File: src/rtl/gold_noc_pkg.sv
// rtl/gold_noc_pkg.sv - shared constants for the gold_mesh NoC
// Purpose: packet geometry, packet field positions and NIC register addresses
// shared by the NoC blocks.
package gold_noc_pkg;

  localparam int PACKET_SIZE = 64;

  // Packet fields; the NIC itself only interprets the VC bit.
  localparam int VC_BIT   = 63;
  localparam int HOP_MSB  = 55;
  localparam int HOP_LSB  = 48;
  localparam int ADDR_MSB = 47;
  localparam int ADDR_LSB = 32;

  // NIC register map
  localparam logic [1:0] ADDR_IN_BUF   = 2'b00;
  localparam logic [1:0] ADDR_IN_STAT  = 2'b01;
  localparam logic [1:0] ADDR_OUT_BUF  = 2'b10;
  localparam logic [1:0] ADDR_OUT_STAT = 2'b11;

endpackage

File: src/rtl/gold_nic.sv
// rtl/gold_nic.sv - PE-side network interface for a gold_router local port
// Purpose: single-entry input and output packet buffers between a processing
// element (4-register memory-mapped port) and the router local port.
// Ports:
//   clk, reset        clock, synchronous active-high reset
//   addr, d_in, d_out register select, write data, combinational read data
//   nicEn, nicWrEn    register access enable, 1 = write / 0 = read
//   net_si/ri/di      router -> NIC packet valid, NIC ready, packet
//   net_so/ro/do      NIC -> router packet valid, router ready, packet
//   net_polarity      mesh polarity; a packet leaves only when it matches VC
module gold_nic
  import gold_noc_pkg::*;
#(
  parameter int PACKET_SIZE = 64
) (
  input  logic                   clk,
  input  logic                   reset,
  input  logic [1:0]             addr,
  input  logic [PACKET_SIZE-1:0] d_in,
  output logic [PACKET_SIZE-1:0] d_out,
  input  logic                   nicEn,
  input  logic                   nicWrEn,
  input  logic                   net_si,
  output logic                   net_ri,
  input  logic [PACKET_SIZE-1:0] net_di,
  output logic                   net_so,
  input  logic                   net_ro,
  output logic [PACKET_SIZE-1:0] net_do,
  input  logic                   net_polarity
);

  logic [PACKET_SIZE-1:0] r_in_buf;
  logic                   r_in_full;
  logic [PACKET_SIZE-1:0] r_out_buf;
  logic                   r_out_full;

  logic w_rd;
  logic w_wr;
  logic w_accept;
  logic w_rd_in;
  logic w_wr_out;
  logic w_send;

  assign w_rd = nicEn & ~nicWrEn;
  assign w_wr = nicEn & nicWrEn;

  // Outputs are forced quiet while reset is asserted, since the buffers
  // may still hold old contents until the reset edge.
  assign net_ri   = ~r_in_full & ~reset;
  assign w_accept = net_si & net_ri;
  assign w_rd_in  = w_rd & (addr == ADDR_IN_BUF);

  assign w_send   = r_out_full & net_ro & (net_polarity == r_out_buf[VC_BIT]) & ~reset;
  // A write while the buffer is full (including the cycle of a send) is lost.
  assign w_wr_out = w_wr & (addr == ADDR_OUT_BUF) & ~r_out_full;

  assign net_so = w_send;
  assign net_do = reset ? '0 : r_out_buf;

  always_comb begin
    d_out = '0;
    if (w_rd && !reset) begin
      case (addr)
        ADDR_IN_BUF:   d_out = r_in_buf;
        ADDR_IN_STAT:  d_out = {{(PACKET_SIZE-1){1'b0}}, r_in_full};
        ADDR_OUT_BUF:  d_out = r_out_buf;
        ADDR_OUT_STAT: d_out = {{(PACKET_SIZE-1){1'b0}}, r_out_full};
        default:       d_out = '0;
      endcase
    end
  end

  // Input channel: accept only happens when empty, so it never races a
  // consuming read (which is a no-op on an empty buffer).
  always_ff @(posedge clk) begin
    if (reset) begin
      r_in_buf  <= '0;
      r_in_full <= 1'b0;
    end else if (w_accept) begin
      r_in_buf  <= net_di;
      r_in_full <= 1'b1;
    end else if (w_rd_in) begin
      r_in_full <= 1'b0;
    end
  end

  // Output channel: load only when empty, send only when full.
  always_ff @(posedge clk) begin
    if (reset) begin
      r_out_buf  <= '0;
      r_out_full <= 1'b0;
    end else if (w_wr_out) begin
      r_out_buf  <= d_in;
      r_out_full <= 1'b1;
    end else if (w_send) begin
      r_out_full <= 1'b0;
    end
  end

endmodule

File: config.mk
export PLATFORM = sky130hd
export DESIGN_NAME = gold_nic
export DESIGN_NICKNAME = d
export VERILOG_FILES = /design/src/rtl/gold_noc_pkg.sv /design/src/rtl/gold_nic.sv
export SDC_FILE = /design/constraint.sdc
export NUM_CORES = 1
export LEC_CHECK = 0
export BUFFER_PORTS_ARGS = -buffer_cell sky130_fd_sc_hd__buf_4
export CORE_ASPECT_RATIO = 0.7
export CORE_MARGIN = 1
export CORE_UTILIZATION = 50
export DETAILED_ROUTE_END_ITERATION = 7
export GPL_TIMING_DRIVEN = 0
export MAX_ROUTING_LAYER = met4
export PLACE_DENSITY = 0.84
export SLEW_MARGIN = 20
export SYNTH_ARGS = -nofsm -noshare
export SYNTH_HDL_FRONTEND = slang
export SYNTH_SLANG_ARGS = --single-unit
File: constraint.sdc
create_clock -name clk -period 3.3 [get_ports clk]
set_input_delay 0.495 -clock clk [delete_from_list [all_inputs] [get_ports clk]]
set_output_delay 0.495 -clock clk [all_outputs]
set_load 0.01 [all_outputs]
After elaboration in Yosys (flattened, before gate mapping)
Index checks and enable logic that the tools add are counted.
{ "classes": {"n_eq_ne": 4, "n_mux": 7, "bitwise": 14, "n_reduce_logical": 5} }
{ "op_table": {"columns": ["cell", "n"], "rows": [
  ["$pmux 64 s4", 1],
  ["$mux 64", 2],
  ["$and 1x1->1", 10],
  ["$eq 2x2->1 const B", 2],
  ["$mux 1", 4],
  ["$not 1->1", 4],
  ["$reduce_bool 2->1", 2],
  ["$eq 2x1->1 const B", 1],
  ["$logic_not 2->1", 1],
  ["$eq 1x1->1", 1],
  ["$logic_and 1x1->1", 1],
  ["$logic_not 1->1", 1]
]} }
{ "word_totals": {"ff_bits": 130, "in_bits": 137, "output_inout_bits": 130, "elab_cells": 34} }

Depth between registers and ports, before layout
Gate-level depths: netlist of the first run.
{ "logic_depth": {"depth_word": 5, "depth_mapped": 7, "mapped_depth_nobuf": 3} }

Worst setup path after synthesis of the first run
Ideal clock, no wire load.
{ "synth_path": {"path_type": "input -> output", "startpoint": "input port reset", "endpoint": "output port d_out[10]", "arrival_ps": 1389, "t_required_ps": 2805, "setup_slack_ps": 1416, "path_stages": 6, "path_buffers": 3, "path_cell_list": "buf_4 > buf_6 > nor2_1 > nand2_1 > buf_2 > nor2_1"} }
{ "synth_via": {"elab_chain_len": 3} }
{ "synth_lines": {"columns": ["item", "line_no", "source"], "rows": [
  ["start, declared", "gold_nic.sv:17", "input logic reset,"],
  ["$logic_not 1->1", "gold_nic.sv:62", "if (w_rd && !reset) begin"],
  ["$logic_and 1x1->1", "gold_nic.sv:62", null],
  ["$mux 64", "gold_nic.sv:62", null],
  ["end, declared", "gold_nic.sv:20", "output logic [PACKET_SIZE-1:0] d_out,"]
]} }
No other way between the ends.

Final worst setup path of the first run
{ "layout_path": {"startpoint": "input port reset", "endpoint": "output port d_out[38]"} }
The elaborated chain is that of the path after synthesis.

==> metrics, run 1 <==
starting density of the core 51.59%; layout cells sized above 1 40.04%; final net count 1135; worst hold start net_di[25]; slowest stage cell, crit path buf_2; # resized after CTS 0; Synth area leaders dfxtp_1 40%, nor2b_1 12%, mux2_4 11%, mux2i_1 9.8%, nand2_1 7.6%; Slew Limit Fails 0; drt initial violations 260; Worst-Margin Slew 0.6010 ns; CTS root buf clkbuf_16; CP startpoint kind input port; largest net degree at the start of global routing 17; ys async rst share 0%; TritonCTS clock tree yes; die area 13320 µm²; clock-pin slew on the worst setup and hold paths 0.06 ns; Core Area 12460 µm²; Fmax 0.4301 GHz; Yosys top cell by area dfxtp_1; CP Capture Type primary output; RSZ-0062 raised after global routing no; total of max-cap violations 0; top_reg_cell synth dfxtp_1; Inserted Clock Buffers 17; I/O Pins 267; initial antenna violation count 0; gr ovfl total 0; syn nets 851; WL/cell 16.73 µm; vias in the first global route 5767; number of flops mapped to enable cells by yosys 0; Final Total Pwr 4174 µW; pwr/cell area 451.5 nW/µm²; Distinct cells, synth 25; Lkg Pwr 0.004404 µW; worst reg2reg startpoint r_in_full; clk sinks 130; final setup fails 0; Routed WL 19600 µm; min Tclk post-route 2.325 ns; Final period util 70.46%; Buffers on Ports 265; Syn Inst Count 714; gr usage total 30.24%; Routability Congestion 0.8970; syn_area_per_cell 9.005 µm²; r2r setup slk 1.87 ns; via count of the routed design 5994; H-tree levels 4; post-route ant nets 0; drt first pass iters 5; Total Neg Setup Slack 0 ns; Synth-to-Final Area Change 43.78%; largest fanout on the critical path 10; global-route wire length before repair 29950 µm; Setup crit start reset; register area share after synthesis 40.47%; CP required 2.80 ns; warnings from Yosys 0; synth cell count leaders 131 x nand2_1, 130 x dfxtp_1, 119 x nor2b_1; relative slew slack 59.93%; clock skew 0.009421 ns; Avg Vias per Cell 5.119; Post-DP HPWL 13970 µm; Placement Rows 34; CP Cell Sequence buf_4 > buf_6 > nor2_1 > nand2_1 > buf_2 > nor2_1 > buf_4; post-synth top area share 40.47%; Crit path largest cell delay 0.30 ns; Max clock buf depth 2; DP Worst Slack 0.9861 ns; Max VDD drop 0.3553 mV; mapped cell area 6430 µm²; antenna cells 0; setup ws final 0.9748 ns; Setup CP Type input port to primary output; DRC 0; #FFs+latches synth 130; Final Hold Violating Endpoints 0; Arr. time, crit path 1.83 ns; outcome finished, final reports clean; Die Y 96.88 µm; Hold WC Path Type input port to register; setup bufs post-CTS 0; Clk Latency, worst-skew pair 0.41 ns; Hold Buf Count CTS 0; chip width 137.5 µm; count leader, synth nand2_1
[path summary, 6_finish.rpt]
| check | endpoint | cells after the start |
|---|---|---|
| setup / recovery | d_out[38] | 7 |
| hold / removal | r_in_buf[25] | 3 |
| hold reg to reg | r_in_buf[20] | 2 |
| setup reg to reg | r_in_buf[34] | 6 |
[per-layer routing]
metal  up-vias  routed length, µm  track usage, %
met5         -                  0               -
met4         0                278           8.284
met3        23               1583           7.075
met2       258               9136           48.05
met1      2823               8596           38.17
li1       2890                  -               -
[registers in the layout, summed over array words and instances, names as in the netlist]
| signal | cells |
|---|---|
| r_out_buf | 64 |
| r_in_full | 1 |
| r_out_full | 1 |
| r_in_buf | 64 |
[kinds of logic (layout without fill, tap and decap cells)]
| kind of cell | after synthesis | after routing | synth area share [%] |
|---|---|---|---|
| simple gates | 331 | 331 | 24.85 |
| mux | 128 | 128 | 24.23 |
| xor+xnor | 1 | 1 | 0.1362 |
| buf+inv | 57 | 352 | 5.001 |
| flops | 130 | 130 | 40.47 |
| compound gates | 67 | 67 | 5.312 |
[where the power goes]
group | total [µW] | switching, µW | internal (µW)
registers | 1700 | 45.3 | 1650
logic | 485 | 227 | 258
clock network | 1990 | 711 | 1280
[cell usage in the layout (no fill, tap or decap), drive strengths merged]
cell type / count
a21oi: 1
o21ai: 64
and3: 1
xnor2: 1
nand2b: 1
a31o: 1
clkbuf: 36
inv: 2
bufinv: 4
buf: 303
mux2i: 63
and2b: 9
clkinvlp: 5
nand4b: 1
clkinv: 2
nand2: 131
dfxtp: 130
nor2b: 120
mux4: 1
mux2: 64
nor2: 67
o21bai: 1
nor3b: 1
[cell type report]
cell class | instances | area, µm²
clock inverters | 12 | 183.9
repair buffers | 265 | 1989
flip-flops and latches | 130 | 2603
clock buffers | 18 | 439.2
inverters | 1 | 3.754
multi-input cells | 527 | 3506
fillers | 946 | 3219
well taps | 162 | 202.7
plain buffers | 56 | 317.8
[critical path, delay by kind of cell]
family	cells	cell delay [ns]
simple gates	3	0.58
buf+inv	4	0.75
[per-stage QoR]
stage	instance area [µm²]	std cells	hold WS, ns	utilization (%)
CTS	9245	1171	0.2699	74.17
floorplan	6430	714	0.4330	-
global route	9245	1171	0.2744	74.17
finish	9245	1171	0.2826	74.17
global placement	8622	1141	0.4433	69.17
detailed placement	8622	1141	0.4500	69.17
Power figures use the tool's default switching activity.
==> inputs of run 2 (changes only) <==
--- a/config.mk
+++ b/config.mk
@@ -8,11 +8,11 @@
 export BUFFER_PORTS_ARGS = -buffer_cell sky130_fd_sc_hd__buf_4
 export CORE_ASPECT_RATIO = 0.7
 export CORE_MARGIN = 1
-export CORE_UTILIZATION = 50
+export CORE_UTILIZATION = 49
 export DETAILED_ROUTE_END_ITERATION = 7
 export GPL_TIMING_DRIVEN = 0
 export MAX_ROUTING_LAYER = met4
-export PLACE_DENSITY = 0.84
+export PLACE_DENSITY = 0.82
 export SLEW_MARGIN = 20
 export SYNTH_ARGS = -nofsm -noshare
 export SYNTH_HDL_FRONTEND = slang
==> constraint.sdc (replaced) <==
create_clock -name clk -period 2.2 [get_ports clk]
set_input_delay 0.33 -clock clk [delete_from_list [all_inputs] [get_ports clk]]
set_output_delay 0.33 -clock clk [all_outputs]
set_load 0.01 [all_outputs]
==> metrics, run 2 (synthesis gave the netlist of run 1 again) <==
Avg Vias per Cell 5.040; CP Buf/Inv Count 4; CTS root buf clkbuf_16; commonest cells after routing, fill and taps aside 270 x buf_4, 131 x nand2_1, 130 x dfxtp_1; setup bufs post-CTS 0; r2r setup slk 0.71 ns; TritonCTS clock tree yes; layout cells sized above 1 39.94%; largest net degree at the start of global routing 17; RSZ-0062 raised after global routing no; DRC 17; drt first pass iters 8; Setup CP Type input port to primary output; utilization after layout 72.82%; Final period util 94.11%; CP startpoint kind input port; Largest regs r_in_buf: 64 flops, r_out_buf: 64 flops; min Tclk post-route 2.071 ns; Reg-to-Reg End r_in_buf[29]; failing checks design-rule violations; Slew Limit Fails 0; worst hold path endpoint r_in_buf[1]; # resized after CTS 0; Placement Rows 34; final setup fails 0; gr usage total 30.23%; global-route wire length before repair 30790 µm; Routed WL 19590 µm; Total Neg Setup Slack 0 ns; Setup crit start reset; I/O Pins 267; worst reg2reg startpoint r_in_full; final net count 1135; Core Area 12590 µm²; Synth-to-Final Area Change 42.62%; post-route ant nets 0; relative slew slack 59.46%; Max clock buf depth 2; most common cell after layout, fill and taps aside buf_4; clock skew 0.008358 ns; drt initial violations 266; chip width 138.9 µm; Hold WC Path Type input port to register; worst hold path depth 3; clock-pin slew on the worst setup and hold paths 0.05 ns; worst hold start net_di[1]; Inserted Clock Buffers 17; WL/cell 16.73 µm; H-tree levels 4; die area 13590 µm²; Clk Latency, worst-skew pair 0.41 ns; vias in the first global route 5858; kind of cell adding the most delay to the critical path buffers and inverters; CP required 1.87 ns; CP Capture Type primary output; total of max-cap violations 0; Max VDD drop 0.5722 mV; Arr. time, crit path 1.74 ns; via count of the routed design 5902; gr ovfl total 0; worst r2r path cells 6; Fmax 0.4830 GHz; Post-DP HPWL 14350 µm; largest fanout on the critical path 10; antenna cells 0; Worst-Margin Slew 0.6081 ns; starting density of the core 51.06%; clk sinks 130; CP Cell Sequence buf_4 > buf_6 > nor2_1 > nand2_1 > buf_2 > nor2_1 > buf_4; Buffers on Ports 265; Crit path largest cell delay 0.31 ns; Hold Buf Count CTS 0; Final Hold Violating Endpoints 0; pwr/cell area 647.9 nW/µm²; outcome complete, but fails checks; Routability Congestion 0.8421; Die Y 97.84 µm; Lkg Pwr 0.004388 µW; initial antenna violation count 0; slowest stage cell, crit path buf_2
run 2: through the flow:
step | std cells | hold WS, ns | power (µW) | cell area [µm²] | worst slack, ns
6_report | 1171 | 0.1132 | 5941 | 9170 | 0.1295
5_1_grt | 1171 | 0.1104 | 6176 | 9170 | 0.06667
4_1_cts | 1171 | 0.1011 | 5961 | 9170 | 0.1246
3_5_place_dp | 1141 | 0.4515 | 3311 | 8622 | 0.1274
3_3_place_gp | 1141 | 0.4428 | 3294 | 8622 | 0.1411
2_1_floorplan | 714 | 0.4330 | 2969 | 6430 | 0.6461
run 2: worst max-delay path by stage:
stage / endpoint / cells past startpoint
after floorplan: d_out[10] / 6
after global placement: d_out[34] / 7
after detailed placement: d_out[34] / 7
after CTS: d_out[34] / 7
after global routing: d_out[41] / 7
final: d_out[34] / 7
run 2: per-layer routing:
metal	track usage [%]	share of wire, %	vias to the layer above
li1	-	-	2889
met2	49.46	47	215
met3	8.141	7.8	18
met1	37.18	44	2780
met5	-	0	-
met4	7.009	1.0	0
run 2: worst register-to-register path: stages (launching register included):
cell and delay (ns):
dfxtp_1 0.35, nor3b_2 0.30, buf_4 0.24, buf_4 0.20
buf_6 0.16, nand2_1 0.08, o21ai_0 0.09
run 2: layout make-up:
class | instances | area (µm²)
buffer | 56 | 317.8
fill | 1013 | 3422
clock buffer | 18 | 429.2
inverter | 1 | 3.754
timing repair buffer | 265 | 1989
multi-input combinational | 527 | 3506
tap | 162 | 202.7
sequential | 130 | 2603
clock inverter | 12 | 118.9
run 2: where the power goes:
part / internal [µW] / leakage, µW / total (µW) / switching, µW
registers: 2480 / 0.00106 / 2540 / 65.0
logic: 387 / 0.00306 / 726 / 340
clock network: 1640 / 0.000271 / 2670 / 1030
